### config.mk
export PLATFORM = sky130hd
export DESIGN_NAME = uart_char_display_buffer_flat
export DESIGN_NICKNAME = d
export VERILOG_FILES = /design/src/rtl/uart_disp_pkg.sv /design/src/rtl/uart_char_display_buffer_if.sv /design/src/rtl/display_scan_counter.sv /design/src/rtl/uart_char_display_buffer.sv /design/src/flat_wrapper.sv
export SDC_FILE = /design/constraint.sdc
export NUM_CORES = 1
export LEC_CHECK = 0
export BUFFER_PORTS_ARGS = -buffer_cell sky130_fd_sc_hd__buf_2
export CORE_ASPECT_RATIO = 0.9
export CORE_MARGIN = 5
export CORE_UTILIZATION = 61
export CTS_CLUSTER_SIZE = 10
export DETAILED_ROUTE_END_ITERATION = 16
export PLACE_DENSITY = 0.89
export SLEW_MARGIN = 20
export SYNTH_ARGS = -nofsm -noshare
export SYNTH_HDL_FRONTEND = slang
export SYNTH_SLANG_ARGS = --single-unit
### constraint.sdc
create_clock -name clk -period 5.2 [get_ports clk]
set_clock_uncertainty 0.1 [all_clocks]
set_input_delay 0.52 -clock clk [delete_from_list [all_inputs] [get_ports clk]]
set_output_delay 0.52 -clock clk [all_outputs]
set_load 0.005 [all_outputs]
### src/rtl/uart_disp_pkg.sv
// rtl/uart_disp_pkg.sv - shared codes, FSM states and window entry type for the UART display buffer
package uart_disp_pkg;

    localparam logic [7:0] ASCII_CR = 8'h0D;
    localparam logic [7:0] ASCII_BS = 8'h08;

    typedef enum logic {
        IDLE,
        HEX_LO
    } state_t;

    typedef struct packed {
        logic       valid;
        logic       is_ascii;
        logic [7:0] ch;
    } disp_entry_t;

    localparam disp_entry_t EMPTY_ENTRY = '0;

endpackage

### src/rtl/uart_char_display_buffer_if.sv
// rtl/uart_char_display_buffer_if.sv - received-byte handshake between UART RX and the display buffer
interface uart_char_display_buffer_if;
    logic [7:0] rx_data;
    logic       rx_valid;
    logic       rx_ready;

    modport master (output rx_data, output rx_valid, input rx_ready);
    modport slave  (input rx_data, input rx_valid, output rx_ready);
endinterface

### src/rtl/display_scan_counter.sv
// rtl/display_scan_counter.sv - prescaler and digit index for time-multiplexed display scanning
module display_scan_counter #(
    parameter int NUM_DIGITS = 4,
    parameter int SCAN_DIV   = 50000,
    localparam int IDX_W     = $clog2(NUM_DIGITS),
    localparam int PRE_W     = $clog2(SCAN_DIV)
) (
    input  logic             clk,
    input  logic             rst,
    output logic [IDX_W-1:0] index,
    output logic             tick
);

    logic [PRE_W-1:0] pre_q, pre_d;
    logic [IDX_W-1:0] idx_q, idx_d;

    always_comb begin
        tick  = (pre_q == PRE_W'(SCAN_DIV - 1));
        pre_d = tick ? '0 : pre_q + PRE_W'(1);
        idx_d = idx_q;
        if (tick) begin
            idx_d = (idx_q == IDX_W'(NUM_DIGITS - 1)) ? '0 : idx_q + IDX_W'(1);
        end
    end

    always_ff @(posedge clk or posedge rst) begin
        if (rst) begin
            pre_q <= '0;
            idx_q <= '0;
        end else begin
            pre_q <= pre_d;
            idx_q <= idx_d;
        end
    end

    assign index = idx_q;

endmodule

### src/rtl/uart_char_display_buffer.sv
// rtl/uart_char_display_buffer.sv - scrolling character window fed by UART RX, scanned onto one decoder
module uart_char_display_buffer
    import uart_disp_pkg::*;
#(
    parameter int NUM_DIGITS = 4,
    parameter int SCAN_DIV   = 50000
) (
    input  logic                          clk,
    input  logic                          rst,
    uart_char_display_buffer_if.slave     rx,
    input  logic                          mode_hex,
    input  logic                          clear,
    output logic [7:0]                    char_out,
    output logic                          asci_or_hexa,
    output logic [NUM_DIGITS-1:0]         digit_en_n
);

    localparam int IDX_W = $clog2(NUM_DIGITS);

    state_t               state_q, state_d;
    logic [3:0]           lo_q, lo_d;
    disp_entry_t          win_q [NUM_DIGITS];
    disp_entry_t          win_d [NUM_DIGITS];
    logic [7:0]           char_q, char_d;
    logic                 asc_q, asc_d;
    logic [NUM_DIGITS-1:0] en_q, en_d;

    logic [IDX_W-1:0]     scan_idx;
    logic                 scan_tick_unused;
    logic                 rdy;
    logic                 accept;
    logic                 push, pop, wipe;
    disp_entry_t          push_e;
    disp_entry_t          lit;

    display_scan_counter #(
        .NUM_DIGITS (NUM_DIGITS),
        .SCAN_DIV   (SCAN_DIV)
    ) u_scan (
        .clk   (clk),
        .rst   (rst),
        .index (scan_idx),
        .tick  (scan_tick_unused)
    );

    assign rdy         = (state_q == IDLE);
    assign accept      = rx.rx_valid & rdy;
    assign rx.rx_ready = rdy;

    always_comb begin
        state_d = state_q;
        lo_d    = lo_q;
        win_d   = win_q;
        push    = 1'b0;
        pop     = 1'b0;
        wipe    = 1'b0;
        push_e  = EMPTY_ENTRY;

        // clear beats everything, including a pending low nibble
        if (clear) begin
            wipe    = 1'b1;
            state_d = IDLE;
        end else begin
            case (state_q)
                IDLE: begin
                    if (accept) begin
                        if (mode_hex) begin
                            push    = 1'b1;
                            push_e  = '{valid: 1'b1, is_ascii: 1'b0, ch: {4'h0, rx.rx_data[7:4]}};
                            lo_d    = rx.rx_data[3:0];
                            state_d = HEX_LO;
                        end else if (rx.rx_data == ASCII_CR) begin
                            wipe = 1'b1;
                        end else if (rx.rx_data == ASCII_BS) begin
                            pop = 1'b1;
                        end else begin
                            push   = 1'b1;
                            push_e = '{valid: 1'b1, is_ascii: 1'b1, ch: rx.rx_data};
                        end
                    end
                end
                HEX_LO: begin
                    push    = 1'b1;
                    push_e  = '{valid: 1'b1, is_ascii: 1'b0, ch: {4'h0, lo_q}};
                    state_d = IDLE;
                end
                default: state_d = IDLE;
            endcase
        end

        if (wipe) begin
            for (int i = 0; i < NUM_DIGITS; i++) win_d[i] = EMPTY_ENTRY;
        end else if (push) begin
            for (int i = NUM_DIGITS - 1; i > 0; i--) win_d[i] = win_q[i-1];
            win_d[0] = push_e;
        end else if (pop) begin
            for (int i = 0; i < NUM_DIGITS - 1; i++) win_d[i] = win_q[i+1];
            win_d[NUM_DIGITS-1] = EMPTY_ENTRY;
        end
    end

    // blank digits keep the last character so the decoder input stays quiet
    always_comb begin
        lit    = win_q[scan_idx];
        char_d = lit.valid ? lit.ch : char_q;
        asc_d  = lit.valid ? lit.is_ascii : asc_q;
        en_d   = lit.valid ? ~(NUM_DIGITS'(1) << scan_idx) : '1;
    end

    always_ff @(posedge clk or posedge rst) begin
        if (rst) begin
            state_q <= IDLE;
            lo_q    <= '0;
            for (int i = 0; i < NUM_DIGITS; i++) win_q[i] <= EMPTY_ENTRY;
            char_q  <= 8'h00;
            asc_q   <= 1'b1;
            en_q    <= '1;
        end else begin
            state_q <= state_d;
            lo_q    <= lo_d;
            win_q   <= win_d;
            char_q  <= char_d;
            asc_q   <= asc_d;
            en_q    <= en_d;
        end
    end

    assign char_out     = char_q;
    assign asci_or_hexa = asc_q;
    assign digit_en_n   = en_q;

endmodule

### src/flat_wrapper.sv
// flat-port wrapper written by rule: the top's interface ports become plain ports
module uart_char_display_buffer_flat import uart_disp_pkg::*;
#(
    parameter int NUM_DIGITS = 4,
    parameter int SCAN_DIV   = 50000
)
  (clk, rst, mode_hex, clear, char_out, asci_or_hexa, digit_en_n, rx_rx_data, rx_rx_valid, rx_rx_ready);
  uart_char_display_buffer_if rx_i ();
  input  logic clk;
  input  logic rst;
  input  logic mode_hex;
  input  logic clear;
  output logic [7:0] char_out;
  output logic asci_or_hexa;
  output logic [NUM_DIGITS-1:0] digit_en_n;
  input wire logic [$bits(rx_i.rx_data)-1:0] rx_rx_data;
  input wire logic [$bits(rx_i.rx_valid)-1:0] rx_rx_valid;
  output wire logic [$bits(rx_i.rx_ready)-1:0] rx_rx_ready;
  assign rx_i.rx_data = rx_rx_data;
  assign rx_i.rx_valid = rx_rx_valid;
  assign rx_rx_ready = rx_i.rx_ready;
  uart_char_display_buffer #(.NUM_DIGITS(NUM_DIGITS), .SCAN_DIV(SCAN_DIV)) u_core (.clk(clk), .rst(rst), .rx(rx_i), .mode_hex(mode_hex), .clear(clear), .char_out(char_out), .asci_or_hexa(asci_or_hexa), .digit_en_n(digit_en_n));
endmodule
After elaboration in Yosys (flattened, before gate mapping)
Cells that the tools add are included.
{"block": "word_totals", "input_bits": 13, "out_inout_bits": 14, "ff_bits": 76, "word_cells": 70}
{"block": "op_classes", "reduce_logical": 2, "add_sub_neg": 2, "shift": 1, "order_cmp": 1, "eq_ne": 4, "n_bitwise": 5, "mux": 36}
{"cell": "two-way mux 40 bit", "n": 3}
{"cell": "two-way mux 10 bit", "n": 7}
{"cell": "binary-select mux 10 bit (select 2 bit)", "n": 1}
{"cell": "case mux 10 bit (2 select lines)", "n": 1}
{"cell": "two-way mux 1 bit", "n": 19}
{"cell": "adder 16 x 1 -> 16 bit (second input constant)", "n": 1}
{"cell": "== test 16 bit (second input constant)", "n": 1}
{"cell": "== test 8 x 4 -> 1 bit (second input constant)", "n": 2}
{"cell": "two-way mux 16 bit", "n": 1}
{"cell": "two-way mux 4 bit", "n": 1}
{"cell": "NOT 4 bit", "n": 1}
{"cell": "case mux 1 bit (2 select lines)", "n": 2}
{"cell": "AND reduction 4 bit", "n": 1}
{"cell": "<< shifter 1 x 2 -> 4 bit (first input constant)", "n": 1}
{"cell": ">= comparator 3 bit (second input constant)", "n": 1}
{"cell": "NOT 2 -> 3 bit", "n": 1}
{"cell": "nonzero test 3 bit", "n": 1}
{"cell": "adder 2 x 1 -> 2 bit (second input constant)", "n": 1}
{"cell": "== test 2 bit (second input constant)", "n": 1}
{"cell": "two-way mux 2 bit", "n": 1}
{"cell": "NOT 1 bit", "n": 2}
{"cell": "bitwise AND 1 bit", "n": 1}

Logic depth before layout (Yosys ltp)
{"block": "logic_depth", "word_depth": 10, "mapped_depth": 7, "ltp_nobuf": 5}

Modules after synthesis
Synthesis repeated with hierarchy kept, for this count alone.
{"block": "hier_totals", "cells_unflattened": 325, "area_unflattened_um2": 3737.3}
{"module": "uart_char_display_buffer", "cells_each": 247, "seq_area_each_um2": 1457.6, "instances": 1, "area_each_um2": 2894.0}
{"module": "display_scan_counter", "cells_each": 78, "seq_area_each_um2": 450.4, "instances": 1, "area_each_um2": 843.3}

Worst setup path after synthesis
Ideal clock, no wire load.
{"block": "synth_timing", "kind": "flip-flop to flip-flop", "start": "register u_core.u_scan.pre_q[5]", "end": "register u_core.u_scan.idx_q[0] (netlist: u_core.u_scan.index[0])", "n_path_buf": 1, "t_required_ns": 4.973, "path_slack_ns": 3.247, "synth_period_minus_slack_ns": 1.953, "setup_time_ns": 0.127, "arrival_ns": 1.725, "stages_incl_launch_ff": 6, "path_cell_list": "dfrtp_1 or4b_1 nor4_1 and3_2 buf_6 mux2_1"}
{"block": "synth_between", "elab_chain_cells": 1}
{"item": "start: declaration", "line_no": "display_scan_counter.sv:14", "source": "logic [PRE_W-1:0] pre_q, pre_d;"}
{"item": "start signal: assignment", "line_no": "display_scan_counter.sv:31", "source": "pre_q <= pre_d;"}
{"item": "== test 16 bit", "line_no": "display_scan_counter.sv:18", "source": "tick = (pre_q == PRE_W'(SCAN_DIV - 1));"}
{"item": "end signal: assignment", "line_no": "display_scan_counter.sv:32", "source": "idx_q <= idx_d;"}
{"item": "end: declaration", "line_no": "display_scan_counter.sv:15", "source": "logic [IDX_W-1:0] idx_q, idx_d;"}
Every way passes these cells.
A chain may end at the register's enable or synchronous reset.

Final worst setup path
{"block": "layout_timing", "start": "input rx_rx_data[1]", "end": "register u_core.win_q[2] (netlist name)"}
{"block": "layout_between", "elab_chain_cells": 9, "word_cells_on_any_way": 22, "classes_between": "eq/ne: 2; mux: 19; reduce/logical: 1"}
{"item": "start: declaration", "line_no": "flat_wrapper.sv:16", "source": "input wire logic [$bits(rx_i.rx_data)-1:0] rx_rx_data;"}
{"item": "== test 8 x 4 -> 1 bit", "line_no": "uart_char_display_buffer.sv:74", "source": "end else if (rx.rx_data == ASCII_BS) begin"}
{"item": "two-way mux 1 bit", "line_no": "uart_char_display_buffer.sv:74"}
{"item": "two-way mux 1 bit", "line_no": "uart_char_display_buffer.sv:72", "source": "end else if (rx.rx_data == ASCII_CR) begin"}
{"item": "two-way mux 1 bit", "line_no": "uart_char_display_buffer.sv:67", "source": "if (mode_hex) begin"}
{"item": "two-way mux 1 bit", "line_no": "uart_char_display_buffer.sv:66", "source": "if (accept) begin"}
{"item": "case mux 1 bit (2 select lines)", "line_no": "uart_char_display_buffer.sv:64", "source": "case (state_q)"}
{"item": "two-way mux 1 bit", "line_no": "uart_char_display_buffer.sv:60", "source": "if (clear) begin"}
{"item": "two-way mux 40 bit", "line_no": "uart_char_display_buffer.sv:93", "source": "end else if (push) begin"}
{"item": "two-way mux 40 bit", "line_no": "uart_char_display_buffer.sv:91", "source": "if (wipe) begin"}
{"item": "end signal: assignment", "line_no": "uart_char_display_buffer.sv:121", "source": "win_q <= win_d;"}
{"item": "end: declaration", "line_no": "uart_char_display_buffer.sv:22", "source": "disp_entry_t win_q [NUM_DIGITS];"}
Parallel ways exist; a longest one is shown, timed or not.

==> impl_metrics.yaml <==
drt:
  drt-initial-drc-count: 266
  met3_length_um: 396
  wl_met1_um: 3360
  drt-wirelength-per-cell_um: 17.0
  drc: 0
  wl_met2_um: 3250
  vias_per_cell: 6.17
  drt.antenna.violating_nets: 0
  dr_total_vias: 2572
  topRoutingLayerUsed: "met4"
  drt-pass1-iter-count: 5
  drt-total-wl_um: 7100
power:
  powerDensity_nw_per_um2: 308
  power_leakage_nw: 1.77
  peakVddDrop_mv: 0.245
  finalPower_mw: 1.25
synth:
  synth-seq-area-share_pct: 51.9
  synth_fa_ha_area_share_pct: 1.70
  yosysWarnings: 0
  synth-edff-count: 0
  synthesis.area_um2: 3670
  synthArstFlopShare_pct: 100
  ys_types: 48
  yosys.area_share.simple_pct: 14.1
  synthCells: 318
  synth-main-ff-cell: "dfrtp_1"
  synth_top_family_by_area: "multiplexers"
  muxShareOfSynthArea_pct: 16.4
  synth_compound_area_share_pct: 9.77
  ys_ff_latch: 76
  syn_area_per_cell_um2: 11.6
  synth-xor-area-share_pct: 3.10
  synth_nets: 336
sta:
  drv_slew: 0
  setup_viol: 0
  fmax_mhz: 413
  finalCritPeriodShare_pct: 46.6
  rsz0062_at_grt: "false"
  report.final.hold_viol_count: 0
  tns_ns: 0
  slew_headroom_pct: 27.0
  min_period_ns: 2.42
  tightest_slew_ns: 1.09
grt:
  grt_use_total_pct: 20.3
  antenna_found_initial: 0
  grt_pass1_vias: 2502
  grt_max_degree: 77
  grt_first_pass_wirelength_um: 12300
  grt_remaining_overflow: 0
worst_setup_path:
  critPathKind: "in2reg"
  setup.worst_path.end: "u_core.win_q[2]"
  startpoint: "rx_rx_data[1]"
  r2r_end: "u_core.win_q[2]"
  reg2reg_slack_ns: 2.82
  rr_worst_depth: 5
  crit_arrival_ns: 2.57
  worstPathRequired_ns: 5.35
  crit_path_start_kind: "input port"
  r2r-start: "u_core.state_q"
  cp_max_fo: 20
  critPathCaptureType: "flop"
clock_network:
  clk_latency_ns: 0.37
  clk_path_buf_depth: 2
  cts_resized: 0
  cts_buffers: 9
  htree_levels: 3
  clock-root-buffer: "clkbuf_8"
  holdBufCountCts: 0
  cts_setup_buffers: 0
  cts_tree: "yes"
  clkTransAtPathRegs_ns: 0.08
  cts_sinks: 76
place:
  portBuffers: 26
  place.gp.congestion: 0.885
  place_area_um2: 3830
  hpwl_um: 4550
flow_run:
  maxCapViolCount: 0
die:
  fp.dieH_um: 83.6
  rows: 26
  die_x_um: 91.8
  ios: 27
  coreArea_um2: 5760
  die_area_um2: 7680
  initial_core_util_pct: 63.8
hold_path:
  hp-class: "in2reg"
  min_from: "rx_rx_data[7]"
outcome:
  status: "finished, final reports clean"
cells_and_area:
  antenna_cells: 0
  final_nets: 360
  area_growth_pct: 10.3
  finish.instance_area_um2: 4050
  drive_gt1_share_pct: 23.3
  fillers: 390
==> routing by layer <==
layer	up-vias	global-route usage, %
li1	1201	-
met1	1281	29.3
met2	79	29.1
met3	11	6.94
met4	0	6.48
met5	-	0
==> cell families (layout without fill, tap and decap cells) <==
| kind of cell | after synthesis | after routing |
|---|---|---|
| and+or+nand+nor | 102 | 102 |
| DFF | 76 | 76 |
| AOI/OAI and AO/OA | 56 | 56 |
| muxes | 46 | 46 |
| buffers and inverters | 20 | 49 |
| xor gates and xnor gates | 13 | 13 |
| adders and majority gates | 5 | 5 |
==> through the flow <==
step	setup slack, ns	util, %	hold WS, ns	cells
2_1_floorplan	2.65	-	0.344	318
3_3_place_gp	2.51	66.4	0.367	401
3_5_place_dp	2.43	66.4	0.382	401
4_1_cts	2.81	70.4	0.311	417
5_1_grt	2.59	70.4	0.317	417
6_report	2.78	70.4	0.318	417
==> synth_stat cells, types with 2 or more instances <==
master	number	area share [%]
dfstp_2	5	3.6
inv_1	4	0.41
a21oi_1	5	0.68
a32oi_1	2	0.48
and4_1	4	0.95
o31ai_1	3	0.61
a31oi_1	2	0.34
nand4_1	4	0.68
o21ai_1	10	1.4
ha_1	5	1.7
nor3_1	3	0.41
buf_2	3	0.41
o21ai_0	16	2.2
mux2_2	14	4.3
mux4_2	10	6.1
a22o_1	10	2.4
xor2_1	5	1.2
clkbuf_1	7	0.72
dfrtp_1	71	48
a22oi_1	4	0.82
mux2i_1	21	5.7
clkbuf_2	3	0.41
nor2_1	17	1.7
nand3_1	11	1.5
xnor2_1	8	1.9
nand2_1	47	4.8
and3_1	2	0.34
buf_6	2	0.61
==> how the worst min path moves through the flow <==
stage	slack, ns	cells past startpoint	end
floorplan	0.34	1	u_core.u_scan.pre_q[0]
global placement	0.37	1	u_core.u_scan.pre_q[0]
detailed placement	0.38	1	u_core.u_scan.pre_q[7]
CTS	0.31	3	u_core.win_q[37]
global route	0.32	2	u_core.lo_q[3]
finish	0.32	3	u_core.win_q[37]
==> placed cells by master (no fill, tap or decap), drive strengths merged, types with 8 or more instances in the layout <==
master / n
a22o: 10
buf: 29
clkbuf: 9
dfrtp: 71
inv: 8
mux2: 15
mux2i: 21
mux4: 10
nand2: 47
nand3: 11
nor2: 17
o21ai: 27
xnor2: 8
==> flip-flops by register name, indices dropped and copies added, names as in the netlist <==
signal,cells
u_core.char_out,8
u_core.win_q,40
u_core.digit_en_n,4
u_core.u_scan.pre_q,16
u_core.lo_q,4
u_core.u_scan.index,2
u_core.asci_or_hexa,1
u_core.state_q,1
==> layout make-up <==
cell class	instances	area [um^2]	area share [%]
clock buffers	9	124	3.06
clock inverters	7	104	2.56
inverters	4	15.0	0.370
repair buffers	29	153	3.77
well taps	70	87.6	2.16
multi-input cells	222	1660	41.0
flip-flops and latches	76	1910	47.1
==> critical path, stage by stage <==
cell     delay (ns)
buf_2          0.13
nor4b_4        0.40
and4_1         1.00
nor3_1         0.09
buf_4          0.23
a22o_1         0.20
==> report_power, final <==
part	internal, mW	total, mW	switching, mW	leakage, nW
sequential	0.618	0.635	0.0177	1.01
clock	0.278	0.516	0.238	0.115
combinational	0.0442	0.0982	0.0540	0.650
total	0.940	1.25	0.310	1.77
(Power assumes the default switching activity.)
